===== src/rtl/fetch_queue.sv =====
// Instruction fetch stage: PC, credit-limited word requests, in-order return queue to decode.
// Optional FETCH_ALIGN_CHECK_EN: flags misaligned redirect targets and halts fetch until an aligned one.
module fetch_queue #(
  parameter logic [31:0] RESET_PC = 32'h0000_0000,
  parameter int          DEPTH    = 2
) (
  input  logic        clk,
  input  logic        reset_n,
  output logic        imem_req_valid,
  input  logic        imem_req_ready,
  output logic [31:0] imem_req_addr,
  input  logic        imem_rsp_valid,
  input  logic [31:0] imem_rsp_data,
  input  logic        redirect_valid,
  input  logic [31:0] redirect_pc,
`ifdef FETCH_ALIGN_CHECK_EN
  output logic        fetch_misaligned,
`endif
  output logic        out_valid,
  input  logic        out_ready,
  output logic [31:0] out_instr,
  output logic [31:0] out_pc,
  output logic [31:0] out_pc_plus4
);
  localparam int PW = (DEPTH > 1) ? $clog2(DEPTH) : 1;
  localparam int CW = $clog2(DEPTH + 1);

  logic [31:0]   pc_q, pc_d;
  logic [31:0]   qi_q [DEPTH];
  logic [31:0]   qi_d [DEPTH];
  logic [31:0]   qp_q [DEPTH];
  logic [31:0]   qp_d [DEPTH];
  logic [PW-1:0] rd_q, rd_d, wr_q, wr_d;
  logic [CW-1:0] cnt_q, cnt_d;
  logic [31:0]   pf_q [DEPTH];
  logic [31:0]   pf_d [DEPTH];
  logic [PW-1:0] pfr_q, pfr_d, pfw_q, pfw_d;
  logic [CW-1:0] out_q, out_d;
  logic [CW-1:0] disc_q, disc_d;
  logic          mis;
  logic [31:0]   tgt;
  logic [CW:0]   credit;
  logic          accept, push, pop, drop;

`ifdef FETCH_ALIGN_CHECK_EN
  logic mis_q, mis_d;
  assign mis              = mis_q;
  assign tgt              = redirect_pc;
  assign fetch_misaligned = mis_q;
`else
  assign mis = 1'b0;
  assign tgt = redirect_pc & ~32'h3;
`endif

  // Queue entries plus in-flight words never exceed DEPTH, so a response always has a slot.
  assign credit         = {1'b0, cnt_q} + {1'b0, out_q};
  assign imem_req_valid = reset_n && !redirect_valid && !mis && (credit < (CW+1)'(DEPTH));
  assign imem_req_addr  = pc_q;
  assign accept         = imem_req_valid & imem_req_ready;
  assign drop           = (disc_q != '0);
  assign push           = imem_rsp_valid & !drop & !redirect_valid;
  assign out_valid      = (cnt_q != '0);
  assign pop            = out_valid & out_ready & !redirect_valid;
  assign out_instr      = qi_q[rd_q];
  assign out_pc         = qp_q[rd_q];
  assign out_pc_plus4   = out_pc + 32'd4;

  always_comb begin
    pc_d   = pc_q;
    qi_d   = qi_q;
    qp_d   = qp_q;
    rd_d   = rd_q;
    wr_d   = wr_q;
    cnt_d  = cnt_q;
    pf_d   = pf_q;
    pfr_d  = pfr_q;
    pfw_d  = pfw_q;
    disc_d = disc_q;
`ifdef FETCH_ALIGN_CHECK_EN
    mis_d  = mis_q;
`endif
    // The request PC FIFO tracks every in-flight word, dropped or not.
    if (accept) begin
      pf_d[pfw_q] = pc_q;
      pfw_d       = pfw_q + PW'(1);
      pc_d        = pc_q + 32'd4;
    end
    if (imem_rsp_valid) pfr_d = pfr_q + PW'(1);
    out_d = out_q + CW'(accept) - CW'(imem_rsp_valid);

    if (redirect_valid) begin
      pc_d   = tgt;
      cnt_d  = '0;
      rd_d   = wr_q;
      disc_d = out_q - CW'(imem_rsp_valid);
`ifdef FETCH_ALIGN_CHECK_EN
      mis_d  = (redirect_pc[1:0] != 2'b00);
`endif
    end else begin
      if (imem_rsp_valid && drop) disc_d = disc_q - CW'(1);
      if (push) begin
        qi_d[wr_q] = imem_rsp_data;
        qp_d[wr_q] = pf_q[pfr_q];
        wr_d       = wr_q + PW'(1);
      end
      if (pop) rd_d = rd_q + PW'(1);
      cnt_d = cnt_q + CW'(push) - CW'(pop);
    end
  end

  always_ff @(posedge clk or negedge reset_n) begin
    if (!reset_n) begin
      pc_q   <= RESET_PC;
      rd_q   <= '0;
      wr_q   <= '0;
      cnt_q  <= '0;
      pfr_q  <= '0;
      pfw_q  <= '0;
      out_q  <= '0;
      disc_q <= '0;
      for (int i = 0; i < DEPTH; i++) begin
        qi_q[i] <= '0;
        qp_q[i] <= '0;
        pf_q[i] <= '0;
      end
`ifdef FETCH_ALIGN_CHECK_EN
      mis_q  <= 1'b0;
`endif
    end else begin
      pc_q   <= pc_d;
      rd_q   <= rd_d;
      wr_q   <= wr_d;
      cnt_q  <= cnt_d;
      pfr_q  <= pfr_d;
      pfw_q  <= pfw_d;
      out_q  <= out_d;
      disc_q <= disc_d;
      qi_q   <= qi_d;
      qp_q   <= qp_d;
      pf_q   <= pf_d;
`ifdef FETCH_ALIGN_CHECK_EN
      mis_q  <= mis_d;
`endif
    end
  end
endmodule

===== config.mk =====
export PLATFORM = sky130hd
export DESIGN_NAME = fetch_queue
export DESIGN_NICKNAME = d
export VERILOG_FILES = /design/src/rtl/fetch_queue.sv
export SDC_FILE = /design/constraint.sdc
export NUM_CORES = 1
export LEC_CHECK = 0
export ABC_AREA = 1
export CAP_MARGIN = 20
export CORE_ASPECT_RATIO = 0.6
export CORE_MARGIN = 1.5
export CORE_UTILIZATION = 49
export DETAILED_ROUTE_END_ITERATION = 7
export GPL_ROUTABILITY_DRIVEN = 0
export GPL_TIMING_DRIVEN = 0
export PLACE_DENSITY = 0.75
export SLEW_MARGIN = 15
export SYNTH_ARGS = -nofsm -noshare
export SYNTH_HDL_FRONTEND = slang
export SYNTH_SLANG_ARGS = --single-unit

===== constraint.sdc =====
create_clock -name clk -period 6.7 [get_ports clk]
set_clock_uncertainty 0.2 [all_clocks]
set_input_delay 1.005 -clock clk [delete_from_list [all_inputs] [get_ports clk]]
set_output_delay 1.005 -clock clk [all_outputs]
set_load 0.01 [all_outputs]

## Word-level counts from Yosys, hierarchy flattened

Cells that the tools add are included.

| storage, ports and cells | value |
|---|---|
| word-level logic and storage cells | 80 |
| register bits | 234 |
| output and inout port bits | 130 |

| operators by class | value |
|---|---|
| order comparisons | 7 |
| $add $sub $neg | 13 |
| reductions and logical operators | 13 |
| muxes and demuxes | 23 |
| bitwise operators | 10 |

Operators with widths:

| kind | number |
|---|---|
| two-way mux 32 bit | 13 |
| bitwise mux 64 bit | 3 |
| adder 32 x 3 -> 32 bit, second input constant | 2 |
| demux 32 bit (select 1 bit) | 2 |
| nonzero test 2 bit | 5 |
| >= comparator 2 bit, second input constant | 4 |
| NOT 1 -> 2 bit | 4 |
| two-way mux 2 bit | 3 |
| subtractor 2 x 1 -> 2 bit | 3 |
| bitwise AND 1 bit | 5 |
| logical AND 1 bit | 5 |
| adder 1 bit, second input constant | 4 |
| adder 2 x 1 -> 2 bit | 2 |
| < comparator 2 x 1 -> 1 bit, second input constant | 2 |
| adder 2 x 2 -> 3 bit | 1 |
| < comparator 3 x 2 -> 1 bit, second input constant | 1 |
| logical NOT 1 bit | 2 |
| two-way mux 1 bit | 2 |
| AND reduction 2 bit | 1 |
| subtractor 2 x 1 -> 2 bit, second input constant | 1 |
| NOT 1 bit | 1 |

## Depth between registers and ports, before layout

Gate-level depths: netlist of run 1.

| depth | value |
|---|---|
| depth in word-level cells | 7 |
| mapped depth | 12 |
| mapped depth without buffers | 11 |

## Worst setup path after synthesis of run 1

No wires, ideal clock.

| timing path | value |
|---|---|
| path type | reg2out |
| from | register rd_q |
| to | output port out_pc_plus4[18] |
| data required time | 5.495 ns |
| buffers on the path | 1 |
| data arrival time | 1.811 ns |
| path slack | 3.684 ns |
| cell stages (with the launch flop) | 9 |
| path through | dfrtp_1 -> buf_6 -> o21ai_2 -> ha_1 -> inv_1 -> nor2_4 -> nand2_1 -> nor2_1 -> xor2_1 |

| between the ends | value |
|---|---|
| cells in the longest elaborated chain, start to end | 5 |

Ends and longest elaborated chain:

| what | line | RTL |
|---|---|---|
| start, declared | 33 | `logic [PW-1:0] rd_q, rd_d, wr_q, wr_d;` |
| start signal, assigned | 131 | `rd_q <= rd_d;` |
| NOT 1 -> 2 bit (implied by the code) | 65 | `assign out_pc = qp_q[rd_q];` |
| two-way mux 32 bit (implied by the code) (3 in a row) | 65 |  |
| net out_pc[2] | 22 | `output logic [31:0] out_pc,` |
| adder 32 x 3 -> 32 bit | 66 | `assign out_pc_plus4 = out_pc + 32'd4;` |
| end, declared | 23 | `output logic [31:0] out_pc_plus4` |

The timed path passes the listed nets, and every way through them passes these cells. The select of a mux whose other input is x is not followed.

## Final worst setup path of run 1

| timing path | value |
|---|---|
| from | register rd_q |
| to | output port out_pc_plus4[18] |

| between the ends | value |
|---|---|
| cells in the longest elaborated chain, start to end | 5 |

Ends and longest elaborated chain:

| what | line |
|---|---|
| NOT 1 -> 2 bit (implied by the code) | 65 |
| two-way mux 32 bit (implied by the code) (3 in a row) | 65 |
| adder 32 x 3 -> 32 bit | 66 |

Every way passes these cells. The select of a mux whose other input is x is not followed.

==> impl_metrics.env, run 1 <==
export IMPL_use_met1_pct=43.5
export IMPL_placementRows=42
export IMPL_use_met3_pct=4.75
export IMPL_clkSinkCount=224
export IMPL_detail_route_wl_per_cell_um=15.9
export IMPL_synth_ff_latch_count=224
export IMPL_synth_edf_count=0
export IMPL_end_kind="output pin"
export IMPL_grt_pass1_vias=10059
export IMPL_hold_class="primary input to asynchronous set/reset pin"
export IMPL_synth_async_sr_flop_share_pct=100
export IMPL_postCtsHoldBufs=0
export IMPL_cts_max_level=1
export IMPL_hold_viol_final=0
export IMPL_r2r_end="out_q[1]"
export IMPL_tightest_slew_ns=0.715
export IMPL_clock_path_buffers=3
export IMPL_hpwl_mm=24.4
export IMPL_io_buffer_count=191
export IMPL_worst_r2r_path_depth=10
export IMPL_antenna_found_initial=0
export IMPL_start_kind="flop"
export IMPL_cp_required_ns=5.49
export IMPL_drive_above_1_share_pct=8.06
export IMPL_cts_tree="built"
export IMPL_nNetsFinal=1801
export IMPL_min_period_ns=4.30
export IMPL_synthTopCellsByArea="dfrtp_1 49%, nand2_1 22%, o21ai_0 4.6%"
export IMPL_netlist_instances=1500
export IMPL_io_pins=200
export IMPL_die_x_um=200
export IMPL_drtIter0Drc=890
export IMPL_core_area_mm2=0.0224
export IMPL_fmax_ghz=0.232
export IMPL_startpoint="rd_q"
export IMPL_cts_buffers=22
export IMPL_dp_cells=2006
export IMPL_critPathArrivalTime_ns=3.10
export IMPL_dp_slack_ns=2.93
export IMPL_start_util_pct=50.8
export IMPL_drv_cap=0
export IMPL_cts_clk_slew_worst_paths_ns=0.06
export IMPL_yosys_area_top_type_share_pct=49.2
export IMPL_first_pass_iters=6
export IMPL_register_area_mm2=0.00561
export IMPL_grtUsageMet2_pct=40.6
export IMPL_fp_dieH_um=121
export IMPL_path_max_fanout=10
export IMPL_syn_area_mm2=0.0114
export IMPL_n_antenna_cell=0
export IMPL_grt_max_degree=109
export IMPL_drv_slew=0
export IMPL_yosysSeqAreaShare_pct=49.2
export IMPL_syn_area_per_cell_um2=7.60
export IMPL_wl_mm=32.6
export IMPL_grt_busiest_layer="met1"
export IMPL_fill_cells=1936
export IMPL_fin_crit_sh_pct=64.2
export IMPL_syn_to_final_growth_pct=27.4
export IMPL_dieArea_mm2=0.0242
export IMPL_setup_viol_count_final=0
export IMPL_grt_pass1_wl_mm=52.8
export IMPL_root_buffer="clkbuf_16"
export IMPL_via_count=10593
export IMPL_peakVddDrop_mv=0.211
export IMPL_rsz0062_at_grt="false"
export IMPL_netlist_top_cell_by_area="dfrtp_1"
export IMPL_gr_total_overflow=0
export IMPL_ys_flop_type="dfrtp_1"
export IMPL_grt_use_total_pct=27.8
export IMPL_powerDensity_mw_per_mm2=434
export IMPL_p_leak_nw=7.09
export IMPL_regToRegSetupSlack_ns=3.92
export IMPL_multi_input_area_mm2=0.00504
export IMPL_detail_route_antenna_nets=0
export IMPL_critPathKind="flop to output pin"
export IMPL_r2r_start="out_q[0]"
export IMPL_cts_setup_buffers=0
export IMPL_yosys_warnings=0
export IMPL_drc=0
export IMPL_crit_path_end="out_pc_plus4[18]"
export IMPL_status="finished, final reports clean"
export IMPL_layout_setup_ws_ns=2.40
export IMPL_postCtsResizedCells=0
export IMPL_slew_headroom_pct=52.3
export IMPL_worstSkewPairLatency_ns=0.51
export IMPL_layout_cells_non_filler=2046
export IMPL_viasPerCell=5.18
export IMPL_ys_types=36
synth_stat cells (11+ instances only):
master,n
xor2_1,24
clkbuf_1,25
nand2_2,11
inv_1,107
buf_2,22
mux2_2,30
nand3_1,53
dfrtp_1,224
o21ai_0,104
nor2_1,84
o21ai_1,42
nand2_1,682
logic make-up (layout without fill, tap and decap cells):
| logic type | after synthesis | in the layout | synth area share [%] |
|---|---|---|---|
| and+or+nand+nor | 853 | 853 | 29.7 |
| AOI/OAI and AO/OA | 167 | 167 | 7.75 |
| adders and majority gates | 9 | 9 | 1.05 |
| xor gates and xnor gates | 33 | 33 | 2.54 |
| DFF | 224 | 224 | 49.2 |
| buffers and inverters | 183 | 416 | 6.73 |
| muxes | 30 | 30 | 2.96 |
| other | 1 | 6 | 0.0329 |
cell type report:
type / count / area share (%)
multi-input cells: 1098 / 34.7
plain buffers: 69 / 2.34
clock inverters: 10 / 0.577
clock buffers: 30 / 4.56
repair buffers: 193 / 13.6
well taps: 308 / 2.65
flip-flops and latches: 224 / 38.6
inverters: 114 / 2.95
power breakdown:
group,switching (mW),internal [mW],leakage [nW],total (mW)
Combinational,1.51,1.27,3.86,2.78
Sequential,0.341,1.92,2.86,2.26
Clock,0.528,0.732,0.370,1.26
Total,2.38,3.92,7.09,6.30
registers in the layout (all words and copies together) (netlist names):
signal         flops
disc_q             2
pfr_q              1
wr_q               1
rd_q               1
pf_q              60
cnt_q              2
pfw_q              1
imem_req_addr     30
qi_q              64
qp_q              60
out_q              2
through the flow:
stage	cell area (µm²)	utilization (%)	setup TNS (ns)	hold slack [ns]	total power [mW]
after floorplan	11400	-	0	0.237	3.70
after global placement	13700	61.1	-1591.87	0.249	4.96
after detailed placement	13800	61.4	0	0.258	5.03
after CTS	14500	64.7	0	0.232	6.31
after global routing	14500	64.7	0	0.257	6.73
final	14500	64.7	0	0.228	6.30
cell usage in the layout, fill, tap and decap left out, types with 8 or more instances in the layout:
cell / instances
clkdlybuf4s50_1: 190
o21ai_1: 42
buf_4: 10
o21ai_0: 104
nand2_2: 11
clkbuf_16: 23
dfrtp_1: 224
mux2_2: 30
buf_2: 22
nor2_2: 8
nor2_1: 84
buf_1: 10
xor2_1: 24
nand3_1: 53
nand2_1: 682
clkbuf_1: 26
inv_1: 107
ha_1: 8
xnor2_1: 9
worst max-delay path, cell delays in order, from the launching register on:
cell             delay [ns]
dfrtp_1                0.45
buf_6                  0.18
o21ai_2                0.30
ha_1                   0.31
inv_1                  0.12
nor2_4                 0.18
nand2_1                0.14
nor2_1                 0.15
xor2_1                 0.20
clkdlybuf4s50_1        0.56
worst min-delay path by stage:
stage / slack [ns] / endpoint / start / depth (start not counted)
after CTS: 0.23 / qp_q[7] / reset_n / 1
after global routing: 0.26 / qp_q[7] / reset_n / 1
after detailed placement: 0.26 / qp_q[27] / qp_q[27] / 2
after floorplan: 0.24 / qp_q[63] / qp_q[63] / 2
after global placement: 0.25 / qp_q[63] / qp_q[63] / 2
final: 0.23 / qp_q[9] / reset_n / 1
metal layers:
metal,wire length [µm],vias to the layer above,share of wire [%]
li1,-,5116,-
met1,15800,5007,49
met2,13500,428,41
met3,2790,42,8.6
met4,487,0,1.5
met5,0,-,0
(Power assumes the default switching activity.)
==> run 2, diff against run 1 <==
--- a/config.mk
+++ b/config.mk
@@ -9,11 +9,11 @@
 export CAP_MARGIN = 20
 export CORE_ASPECT_RATIO = 0.6
 export CORE_MARGIN = 1.5
-export CORE_UTILIZATION = 49
+export CORE_UTILIZATION = 48
 export DETAILED_ROUTE_END_ITERATION = 7
 export GPL_ROUTABILITY_DRIVEN = 0
 export GPL_TIMING_DRIVEN = 0
-export PLACE_DENSITY = 0.75
+export PLACE_DENSITY = 0.77
 export SLEW_MARGIN = 15
 export SYNTH_ARGS = -nofsm -noshare
 export SYNTH_HDL_FRONTEND = slang
==> constraint.sdc (replaced) <==
create_clock -name clk -period 3.6 [get_ports clk]
set_clock_uncertainty 0.2 [all_clocks]
set_input_delay 0.54 -clock clk [delete_from_list [all_inputs] [get_ports clk]]
set_output_delay 0.54 -clock clk [all_outputs]
set_load 0.01 [all_outputs]
==> run 2 against run 1 <==
Total power increased by 88%. Core utilization fell by 1.2 points. Flip-flop and latch count is the same. Critical path depth increased by 2. Routed wire length rose by 2.1%. Sequential power rose by 86%. Sequential share of layout area fell by 0.56 points. Non-clock buffer count increased by 3. Clock power is 84% higher. First-iteration DRC count rose by 8.9%. Cell count rose by 0.49%. Critical endpoint is now out_pc_plus4[31]. Largest cell class unchanged. Highest routed layer unchanged.
==> impl_metrics.env, run 2 (same netlist as run 1, synthesis figures left out) <==
export IMPL_hold_class="flop to flop"
export IMPL_core_area_mm2=0.0232
export IMPL_post_route_util_pct=63.5
export IMPL_die_x_um=202
export IMPL_largestRegisters="qi_q x64, pf_q x60, qp_q x60"
export IMPL_wl_mm=33.3
export IMPL_antenna_found_initial=0
export IMPL_fp_dieH_um=122
export IMPL_p_leak_nw=7.20
export IMPL_register_area_mm2=0.00561
export IMPL_detail_route_wl_per_cell_um=16.2
export IMPL_cts_buffers=22
export IMPL_grt_pass1_vias=10333
export IMPL_critPathKind="flop to output pin"
export IMPL_cts_tree="built"
export IMPL_power_switching_mw=4.50
export IMPL_n_antenna_cell=0
export IMPL_startpoint="rd_q"
export IMPL_root_buffer="clkbuf_16"
export IMPL_setup_viol_count_final=0
export IMPL_min_period_ns=3.51
export IMPL_crit_family="simple AND/OR/NAND/NOR gates"
export IMPL_cp_required_ns=2.86
export IMPL_clock_path_buffers=3
export IMPL_tightest_slew_ns=0.697
export IMPL_drc=0
export IMPL_worst_r2r_path_depth=10
export IMPL_drtIter0Drc=969
export IMPL_cts_max_level=1
export IMPL_fill_cells=2059
export IMPL_cts_clk_slew_worst_paths_ns=0.06
export IMPL_slew_headroom_pct=53.5
export IMPL_largest_reg_flops=64
export IMPL_end_kind="output pin"
export IMPL_crit_path_end="out_pc_plus4[31]"
export IMPL_hpwl_mm=24.4
export IMPL_grt_max_degree=82
export IMPL_clockPowerShare_pct=19.6
export IMPL_final_cell_mix="665 x nand2_1, 223 x dfrtp_1, 182 x clkdlybuf4s50_1"
export IMPL_viasPerCell=5.22
export IMPL_nNetsFinal=1804
export IMPL_r2r_end="out_q[1]"
export IMPL_r2r_start="out_q[0]"
export IMPL_peakVddDrop_mv=0.491
export IMPL_drv_cap=0
export IMPL_grt_use_total_pct=26.9
export IMPL_grt_pass1_wl_mm=53.0
export IMPL_clkSinkCount=224
export IMPL_top_register="qi_q"
export IMPL_placed_area_mm2=0.0138
export IMPL_crit_slowest_cell="clkdlybuf4s50_1"
export IMPL_worst_path_largest_cell_delay_ns=0.53
export IMPL_gr_total_overflow=0
export IMPL_io_buffer_count=191
export IMPL_rsz0062_at_grt="true"
export IMPL_p_total_mw=11.8
export IMPL_drv_slew=0
export IMPL_combinationalPowerShare_pct=44.7
export IMPL_internal_power_mw=7.32
export IMPL_fmax_ghz=0.285
export IMPL_detail_route_antenna_nets=0
export IMPL_hold_viol_final=0
export IMPL_final_common_cell="nand2_1"
export IMPL_worstSkewPairLatency_ns=0.52
export IMPL_path_max_fanout=10
export IMPL_start_kind="flop"
export IMPL_status="finished, final reports clean"
export IMPL_via_count=10740
export IMPL_path_cells="inv_4 > buf_4 > nand2_1 > nand2_1 > nand2_1 > nor2_1 > nand2_1 > nor2_4 > nand3_1 > nand2_1 > clkdlybuf4s50_1"
export IMPL_fin_crit_sh_pct=97.6
export IMPL_regToRegSetupSlack_ns=0.84
export IMPL_start_util_pct=49.1
export IMPL_drive_above_1_share_pct=9.30
export IMPL_placementRows=43
export IMPL_design_area_mm2=0.0147
export IMPL_hold_slack_ns=0.272
export IMPL_syn_to_final_growth_pct=29.3
export IMPL_critPathArrivalTime_ns=2.77
export IMPL_first_pass_iters=6
export IMPL_dieArea_mm2=0.0247
export IMPL_cpMostUsedCell="nand2_1"
export IMPL_cp_depth=11
export IMPL_path_buf_inv=3
export IMPL_switching_share_pct=38.1
export IMPL_io_pins=200
export IMPL_powerDensity_mw_per_mm2=802
export IMPL_p_seq_share_pct=35.6
export IMPL_multi_input_area_mm2=0.00520
[run 2: cell types whose count changed in the layout (fill, tap and decap cells not counted), moves of 6 or more]
cell	delta
clkdlybuf4s50_1	-8
nand2_1	-17
nor2_4	+7
nor2_1	-6
clkbuf_1	+6
nand2_4	+7
nand2_2	+10
[run 2: worst min-delay path by stage]
stage | end | startpoint | cells after the start | slack, ns
global route | qp_q[48] | qp_q[48] | 2 | 0.28
finish | qp_q[45] | qp_q[45] | 2 | 0.27
detailed placement | qp_q[22] | qp_q[22] | 2 | 0.26
global placement | qp_q[63] | qp_q[63] | 2 | 0.25
floorplan | cnt_q[0] | reset_n | 0 | 0.04
CTS | qp_q[47] | qp_q[47] | 2 | 0.27
[run 2: cell type report]
class                   count  area share, %
flip-flops and latches    224           38.1
multi-input cells        1098           35.3
repair buffers            196           13.9
clock buffers              35           4.55
inverters                 114           2.92
well taps                 315           2.67
plain buffers              69           2.32
clock inverters             5          0.340
[run 2: through the flow]
stage                     setup TNS, ns  setup slack [ns]  std cells
after floorplan                       0              1.05       1505
after global placement         -2423.70             -7.77       2011
after detailed placement              0            0.0893       2013
after CTS                             0            0.0166       2055
after global routing            -0.0590           -0.0279       2056
final                                 0            0.0867       2056
[run 2: metal layers]
metal / track usage [%] / wire length [µm] / vias to the layer above
met5: 0 / 0 / -
met4: 4.85 / 418 / 0
met3: 6.40 / 2960 / 44
met2: 40.5 / 14200 / 418
met1: 39.8 / 15700 / 5157
li1: - / - / 5121
[run 2: power by group through the flow]
stage	Clock, mW	Sequential (mW)	Combinational, mW
after floorplan	0	4.09	2.80
final	2.32	4.21	5.29
after detailed placement	0	4.23	5.15
after global routing	2.43	4.34	5.80
after CTS	2.34	4.20	5.20
after global placement	0	4.20	5.03
[run 2: worst reg2reg max path: cells and delay by family, from the launching register on]
kind	cells	cell delay [ns]
flip-flops	1	0.41
buffers and inverters	3	0.44
XOR/XNOR	1	0.12
adder cells (fa/ha/maj)	3	1.02
AND/OR/NAND/NOR	3	0.47
[run 2: repair_timing]
action,4_1_cts,5_1_grt
gates resized for setup,14,38
setup endpoints to repair,10,19
hold buffers,2,0
pin swaps,0,1
gates cloned,0,1
buffers inserted,0,0
hold endpoints to repair,72,0
